$ cat src/rtl/div_2in_seq_if.sv
`default_nettype none
// ============================================================================
//  Module      : div_2in_seq_if
//  Description : Start/valid handshake bundle for the sequential fixed-point
//                divider. master = requester, slave = divider.
//  Revision    : 1.0  initial release
// ============================================================================
interface div_2in_seq_if #(
    parameter int WIDTH = 32
);
    logic             i_start;
    logic [WIDTH-1:0] i_a;
    logic [WIDTH-1:0] i_b;
    logic [WIDTH-1:0] o;
    logic             o_valid;
    logic             o_busy;
    logic             o_ovf;
    logic             o_dz;

    modport master (
        output i_start, i_a, i_b,
        input  o, o_valid, o_busy, o_ovf, o_dz
    );

    modport slave (
        input  i_start, i_a, i_b,
        output o, o_valid, o_busy, o_ovf, o_dz
    );
endinterface
`default_nettype wire

$ cat src/rtl/div_2in_seq.sv
`default_nettype none
// ============================================================================
//  Module      : div_2in_seq
//  Description : Sequential signed fixed-point divider, o = (a << FRAC) / b,
//                Q(WIDTH-FRAC).FRAC two's complement. Restoring division on
//                magnitudes, one quotient bit per cycle, then sign, optional
//                rounding and saturation. Divide-by-zero saturates and flags.
//                Optional feature macro: DIV_ROUND_EN (adds one guard
//                iteration and rounds half away from zero).
//  Revision    : 1.0  initial release
// ============================================================================
module div_2in_seq #(
    parameter int WIDTH = 32,
    parameter int FRAC  = 24
) (
    input  wire logic     clk,
    input  wire logic     rst,
    div_2in_seq_if.slave  bus
);

`ifdef DIV_ROUND_EN
    localparam int c_EXT = FRAC + 1;
`else
    localparam int c_EXT = FRAC;
`endif
    localparam int c_N  = WIDTH + c_EXT;
    localparam int c_CW = $clog2(c_N);

    localparam logic [c_CW-1:0]  c_CNT_LOAD = c_CW'(c_N - 1);
    localparam logic [c_N-1:0]   c_LIM_POS  = {{(c_N-WIDTH+1){1'b0}}, {(WIDTH-1){1'b1}}};
    localparam logic [c_N-1:0]   c_LIM_NEG  = {{(c_N-WIDTH){1'b0}}, 1'b1, {(WIDTH-1){1'b0}}};
    localparam logic [WIDTH-1:0] c_MAX      = {1'b0, {(WIDTH-1){1'b1}}};
    localparam logic [WIDTH-1:0] c_MIN      = {1'b1, {(WIDTH-1){1'b0}}};

    typedef enum logic [1:0] {
        ST_IDLE = 2'd0,
        ST_CALC = 2'd1,
        ST_FIX  = 2'd2
    } state_t;

    state_t             r_state, w_state_nxt;
    logic [c_CW-1:0]    r_cnt,   w_cnt_nxt;
    logic               r_sign,  w_sign_nxt;
    logic               r_a_neg, w_a_neg_nxt;
    logic               r_dz,    w_dz_nxt;
    logic [WIDTH-1:0]   r_babs,  w_babs_nxt;
    logic [c_N-1:0]     r_dvd,   w_dvd_nxt;
    logic [WIDTH-1:0]   r_rem,   w_rem_nxt;
    logic [c_N-1:0]     r_quo,   w_quo_nxt;
    logic [WIDTH-1:0]   r_o,     w_o_nxt;
    logic               r_valid, w_valid_nxt;
    logic               r_ovf,   w_ovf_nxt;
    logic               r_dz_o,  w_dz_o_nxt;

    // Operand magnitudes; the most negative value maps to 2^(WIDTH-1) unsigned
    logic [WIDTH-1:0] w_a_abs, w_b_abs;
    assign w_a_abs = bus.i_a[WIDTH-1] ? -bus.i_a : bus.i_a;
    assign w_b_abs = bus.i_b[WIDTH-1] ? -bus.i_b : bus.i_b;

    // One restoring step. The remainder is always < |b| <= 2^(WIDTH-1), so
    // after the shift only bit WIDTH can exceed the low field; when it is set
    // the divisor certainly fits and the modular low-field difference is exact.
    logic [WIDTH:0]   w_rem_sh;
    logic             w_ge;
    logic [WIDTH-1:0] w_rem_sub;
    assign w_rem_sh  = {r_rem, r_dvd[c_N-1]};
    assign w_ge      = w_rem_sh[WIDTH] | (w_rem_sh[WIDTH-1:0] >= r_babs);
    assign w_rem_sub = w_rem_sh[WIDTH-1:0] - r_babs;

    // Final magnitude, rounded from the guard bit when enabled
    logic [c_N-1:0] w_q_mag;
`ifdef DIV_ROUND_EN
    assign w_q_mag = {1'b0, r_quo[c_N-1:1]} + {{(c_N-1){1'b0}}, r_quo[0]};
`else
    assign w_q_mag = r_quo;
`endif

    logic             w_sat;
    logic [WIDTH-1:0] w_res;
    logic             w_res_ovf;
    assign w_sat = w_q_mag > (r_sign ? c_LIM_NEG : c_LIM_POS);

    // Result selection: divide-by-zero, saturation, or signed magnitude
    always_comb begin
        w_res     = w_q_mag[WIDTH-1:0];
        w_res_ovf = 1'b0;
        if (r_dz) begin
            w_res = r_a_neg ? c_MIN : c_MAX;
        end else if (w_sat) begin
            w_res     = r_sign ? c_MIN : c_MAX;
            w_res_ovf = 1'b1;
        end else if (r_sign) begin
            w_res = -w_q_mag[WIDTH-1:0];
        end
    end

    // Next-state and next-register logic for the IDLE/CALC/FIX sequence
    always_comb begin
        w_state_nxt = r_state;
        w_cnt_nxt   = r_cnt;
        w_sign_nxt  = r_sign;
        w_a_neg_nxt = r_a_neg;
        w_dz_nxt    = r_dz;
        w_babs_nxt  = r_babs;
        w_dvd_nxt   = r_dvd;
        w_rem_nxt   = r_rem;
        w_quo_nxt   = r_quo;
        w_o_nxt     = r_o;
        w_valid_nxt = 1'b0;
        w_ovf_nxt   = r_ovf;
        w_dz_o_nxt  = r_dz_o;
        case (r_state)
            ST_IDLE: begin
                if (bus.i_start) begin
                    w_sign_nxt  = bus.i_a[WIDTH-1] ^ bus.i_b[WIDTH-1];
                    w_a_neg_nxt = bus.i_a[WIDTH-1];
                    w_dz_nxt    = (bus.i_b == '0);
                    w_babs_nxt  = w_b_abs;
                    w_dvd_nxt   = {w_a_abs, {c_EXT{1'b0}}};
                    w_rem_nxt   = '0;
                    w_quo_nxt   = '0;
                    w_cnt_nxt   = c_CNT_LOAD;
                    w_state_nxt = ST_CALC;
                end
            end
            ST_CALC: begin
                w_dvd_nxt = {r_dvd[c_N-2:0], 1'b0};
                w_rem_nxt = w_ge ? w_rem_sub : w_rem_sh[WIDTH-1:0];
                w_quo_nxt = {r_quo[c_N-2:0], w_ge};
                if (r_cnt == '0) begin
                    w_state_nxt = ST_FIX;
                end else begin
                    w_cnt_nxt = r_cnt - 1'b1;
                end
            end
            ST_FIX: begin
                w_o_nxt     = w_res;
                w_ovf_nxt   = w_res_ovf;
                w_dz_o_nxt  = r_dz;
                w_valid_nxt = 1'b1;
                w_state_nxt = ST_IDLE;
            end
            default: begin
                w_state_nxt = ST_IDLE;
            end
        endcase
    end

    // State, datapath and output registers with synchronous reset
    always_ff @(posedge clk) begin
        if (rst) begin
            r_state <= ST_IDLE;
            r_cnt   <= '0;
            r_sign  <= 1'b0;
            r_a_neg <= 1'b0;
            r_dz    <= 1'b0;
            r_babs  <= '0;
            r_dvd   <= '0;
            r_rem   <= '0;
            r_quo   <= '0;
            r_o     <= '0;
            r_valid <= 1'b0;
            r_ovf   <= 1'b0;
            r_dz_o  <= 1'b0;
        end else begin
            r_state <= w_state_nxt;
            r_cnt   <= w_cnt_nxt;
            r_sign  <= w_sign_nxt;
            r_a_neg <= w_a_neg_nxt;
            r_dz    <= w_dz_nxt;
            r_babs  <= w_babs_nxt;
            r_dvd   <= w_dvd_nxt;
            r_rem   <= w_rem_nxt;
            r_quo   <= w_quo_nxt;
            r_o     <= w_o_nxt;
            r_valid <= w_valid_nxt;
            r_ovf   <= w_ovf_nxt;
            r_dz_o  <= w_dz_o_nxt;
        end
    end

    assign bus.o       = r_o;
    assign bus.o_valid = r_valid;
    assign bus.o_busy  = (r_state != ST_IDLE);
    assign bus.o_ovf   = r_ovf;
    assign bus.o_dz    = r_dz_o;

endmodule
`default_nettype wire
$ cat src/flat_wrapper.sv
// flat-port wrapper written by rule: the top's interface ports become plain ports
module div_2in_seq_flat 
#(
    parameter int WIDTH = 32,
    parameter int FRAC  = 24
)
  (clk, rst, bus_i_start, bus_i_a, bus_i_b, bus_o, bus_o_valid, bus_o_busy, bus_o_ovf, bus_o_dz);
  div_2in_seq_if #(.WIDTH(WIDTH)) bus_i ();
  input  wire logic clk;
  input  wire logic rst;
  input wire logic [$bits(bus_i.i_start)-1:0] bus_i_start;
  input wire logic [$bits(bus_i.i_a)-1:0] bus_i_a;
  input wire logic [$bits(bus_i.i_b)-1:0] bus_i_b;
  output wire logic [$bits(bus_i.o)-1:0] bus_o;
  output wire logic [$bits(bus_i.o_valid)-1:0] bus_o_valid;
  output wire logic [$bits(bus_i.o_busy)-1:0] bus_o_busy;
  output wire logic [$bits(bus_i.o_ovf)-1:0] bus_o_ovf;
  output wire logic [$bits(bus_i.o_dz)-1:0] bus_o_dz;
  assign bus_i.i_start = bus_i_start;
  assign bus_i.i_a = bus_i_a;
  assign bus_i.i_b = bus_i_b;
  assign bus_o = bus_i.o;
  assign bus_o_valid = bus_i.o_valid;
  assign bus_o_busy = bus_i.o_busy;
  assign bus_o_ovf = bus_i.o_ovf;
  assign bus_o_dz = bus_i.o_dz;
  div_2in_seq #(.WIDTH(WIDTH), .FRAC(FRAC)) u_core (.clk(clk), .rst(rst), .bus(bus_i));
endmodule
$ cat config.mk
export PLATFORM = sky130hd
export DESIGN_NAME = div_2in_seq_flat
export DESIGN_NICKNAME = d
export VERILOG_FILES = /design/src/rtl/div_2in_seq_if.sv /design/src/rtl/div_2in_seq.sv /design/src/flat_wrapper.sv
export SDC_FILE = /design/constraint.sdc
export NUM_CORES = 1
export LEC_CHECK = 0
export BUFFER_PORTS_ARGS = -buffer_cell sky130_fd_sc_hd__buf_2
export CORE_UTILIZATION = 34
export CTS_CLUSTER_SIZE = 14
export DETAILED_ROUTE_END_ITERATION = 8
export SYNTH_ARGS = -nofsm -noshare
export SYNTH_HDL_FRONTEND = slang
export SYNTH_SLANG_ARGS = --single-unit
$ cat constraint.sdc
create_clock -name clk -period 7.7 [get_ports clk]
set_input_delay 1.54 -clock clk [delete_from_list [all_inputs] [get_ports clk]]
set_output_delay 1.54 -clock clk [all_outputs]
set_load 0.02 [all_outputs]
==> flow_summary.ini <==
[clock_tree]
cts_hold_buf = 0
insertion_delay_ns = 0.45
path_clk_slew_ns = 0.09
cts_setup_buffers = 0
cts_max_level = 4
cts_buffers = 17
cts_tree = yes
cts_root_buffer = clkbuf_16
cts_resized = 0
clock-sinks = 198
clk_path_buf_depth = 2

[sta]
hold_viol = 0
tightest_slew_ns = 1.23
timing.fmax_ghz = 0.228
rsz0062_at_grt = false
fin_crit_sh_pct = 57.0
fin_tns_setup_ns = 0
finalSetupViolCount = 0
maxSlewViolCount = 0
max_slew_margin_pct = 18.2
clock_skew_ns = 0.0160
period_minus_slack_ns = 4.39
fin_ws_ns = 3.31

[floorplanning]
start_util_pct = 34.7
fp.dieArea_sq_um = 35200
num_rows = 67
io_pins = 103
die_w_um = 188
die_h_um = 188
core_area_sq_um = 33700

[synth]
yosysTopAreaCell = dfxtp_1
synth-seq-cells = 198
yosysSeqAreaShare_pct = 33.9
post_synth.cell_area_avg_sq_um = 7.98
async_reset_ff_share_pct = 0
synth_area_leaders = dfxtp_1, ha_1, a21oi_1, xor2_1, nor2_1
synth_top_area_share_pct = 33.9
yosysMostFrequentCell = dfxtp_1
synth-edff-count = 0
synth_fp_nets = 1603
synthTopCellsByCount = dfxtp_1, nor2_1, a21oi_1
ys_warn_count = 0
syn_inst = 1466
ys.flop_type = dfxtp_1
synth_cell_types = 68
syn_area_sq_um = 11700

[setup_path]
critPathKind = reg -> reg
end_kind = flip-flop
cp.arrival_ns = 4.74
crit_required_ns = 8.05
cp_max_fo = 62
worstSetupStartpointType = flip-flop

[place]
numPortBuffers = 102
dp_hpwl_um = 21200
globalplace.congestion = 0.840
dp_worst_setup_slack_ns = 3.39

[global_routing]
grt_pass1_vias = 9977
gr-usage-all-layers_pct = 17.0
grt_max_degree = 67
antenna_found_initial = 0
overflow = 0
grt_first_pass_wirelength_um = 50000

[drt]
drt_iter0_drc = 702
avgRoutedWirePerCell_um = 15.4
route.detailed.drc = 0
drt_wl_total_um = 30300
postRouteAntennaNets = 0
via_per_inst = 5.48
vias = 10800
drt_pass1_iterations = 5

[run_status]
status = finished, final reports clean

[final_layout]
drive_above_1_share_pct = 11.8
nNetsFinal = 1638
synthToLayoutAreaGrowth_pct = 12.4

[pwr]
p_leak_uw = 0.00547
ir_drop_mv = 0.112
power.density_nw_per_um2 = 211

[min_path]
hp-class = reg -> reg

[flow_run]
cap_violations = 0
[sequential cells by signal, summed over array words and instances, names as in the netlist]
| signal | cells |
|---|---|
| u_core.bus.o_valid | 1 |
| u_core.bus.o | 32 |
| u_core.r_rem | 32 |
| u_core.r_dz | 1 |
| u_core.bus.o_ovf | 1 |
| u_core.r_cnt | 6 |
| u_core.r_babs | 32 |
| u_core.r_a_neg | 1 |
| u_core.r_dvd | 32 |
| u_core.r_sign | 1 |
| u_core.r_quo | 56 |
| u_core.r_state | 2 |
| u_core.bus.o_dz | 1 |
[metal layers]
| layer | routed length, um | global-route usage [%] | vias to the layer above | part of all wire [%] |
|---|---|---|---|---|
| li1 | - | - | 5430 | - |
| met1 | 15200 | 23.7 | 5099 | 50 |
| met2 | 13700 | 27.0 | 204 | 45 |
| met3 | 939 | 2.34 | 32 | 3.1 |
| met4 | 461 | 5.16 | 0 | 1.5 |
| met5 | 0 | 0 | - | 0 |
[logic make-up (layout without fill, tap and decap cells)]
family	after synthesis	after routing	share of synthesized area [%]
buffers and inverters	149	197	4.86
adder cells (fa/ha/maj)	70	70	7.55
flip-flops	198	198	33.9
AND/OR/NAND/NOR	444	444	18.1
multiplexers	7	7	0.599
XOR/XNOR	91	91	6.81
AO/OA/AOI/OAI	507	507	28.2
other	0	1	0
[critical path: stages, from the launching register on]
cell      delay, ns
dfxtp_2        1.14
inv_1          0.09
buf_4          0.29
ha_1           0.35
a21oi_1        0.14
o21ai_0        0.12
nor2_1         0.13
and4b_1        0.21
a32oi_2        0.10
buf_4          0.27
nor2_1         0.87
o21bai_1       0.17
a21o_1         0.19
a22o_1         0.17
[power breakdown]
part / switching (uW) / total, uW / internal, uW / leakage, uW
logic: 426 / 692 / 266 / 0.00355
registers: 47.1 / 1130 / 1080 / 0.00161
clock network: 494 / 948 / 454 / 0.000305
total: 967 / 2770 / 1800 / 0.00547
[cells in the final DEF (no fill, tap or decap), drive strengths merged, types with 8 or more instances in the layout]
cell type and instances:
a211oi 66, a21o 19, a21oi 152, a22o 53, a32oi 13, buf 113, clkbuf 17, dfxtp 198
ha 69, inv 61, nand2 108, nand2b 9, nand3 24, nand4 17, nor2 165, nor2b 8
nor3 37, nor4 15, o21a 9, o21ai 105, o22ai 8, o31ai 20, o41ai 12, or3 16
or4 13, xnor2 20, xor2 71
[through the flow]
step / area (sq um) / cells / util [%] / power (uW) / hold slack [ns]
6_report: 13200 / 1963 / 39.0 / 2770 / 0.456
5_1_grt: 13100 / 1962 / 39.0 / 2930 / 0.484
4_1_cts: 13100 / 1962 / 39.0 / 2790 / 0.460
3_5_place_dp: 12500 / 1930 / 37.1 / 1840 / 0.447
3_3_place_gp: 12500 / 1930 / 37.1 / 1830 / 0.448
2_1_floorplan: 11700 / 1466 / - / 1680 / 0.425
[path summary, 6_finish.rpt]
check	startpoint	endpoint	slack [ns]	depth (start not counted)
max	u_core.r_sign	u_core.bus.o[9]	3.31	13
min	u_core.bus.o_dz	u_core.bus.o_dz	0.46	2
max reg2reg	u_core.r_sign	u_core.bus.o[9]	3.31	13
min reg2reg	u_core.bus.o_dz	u_core.bus.o_dz	0.46	2
[final cells by class]
cell class                      count  area [sq um]
Multi-Input combinational cell   1119          7200
Timing Repair Buffer              113           596
Clock buffer                       17           425
Clock inverter                     15           208
Antenna cell                        1          2.50
Sequential cell                   198          3970
Tap cell                          448           561
Fill cell                        3454         20500
Inverter                           52           195
Note: power is estimated with default switching activity, not from simulation.
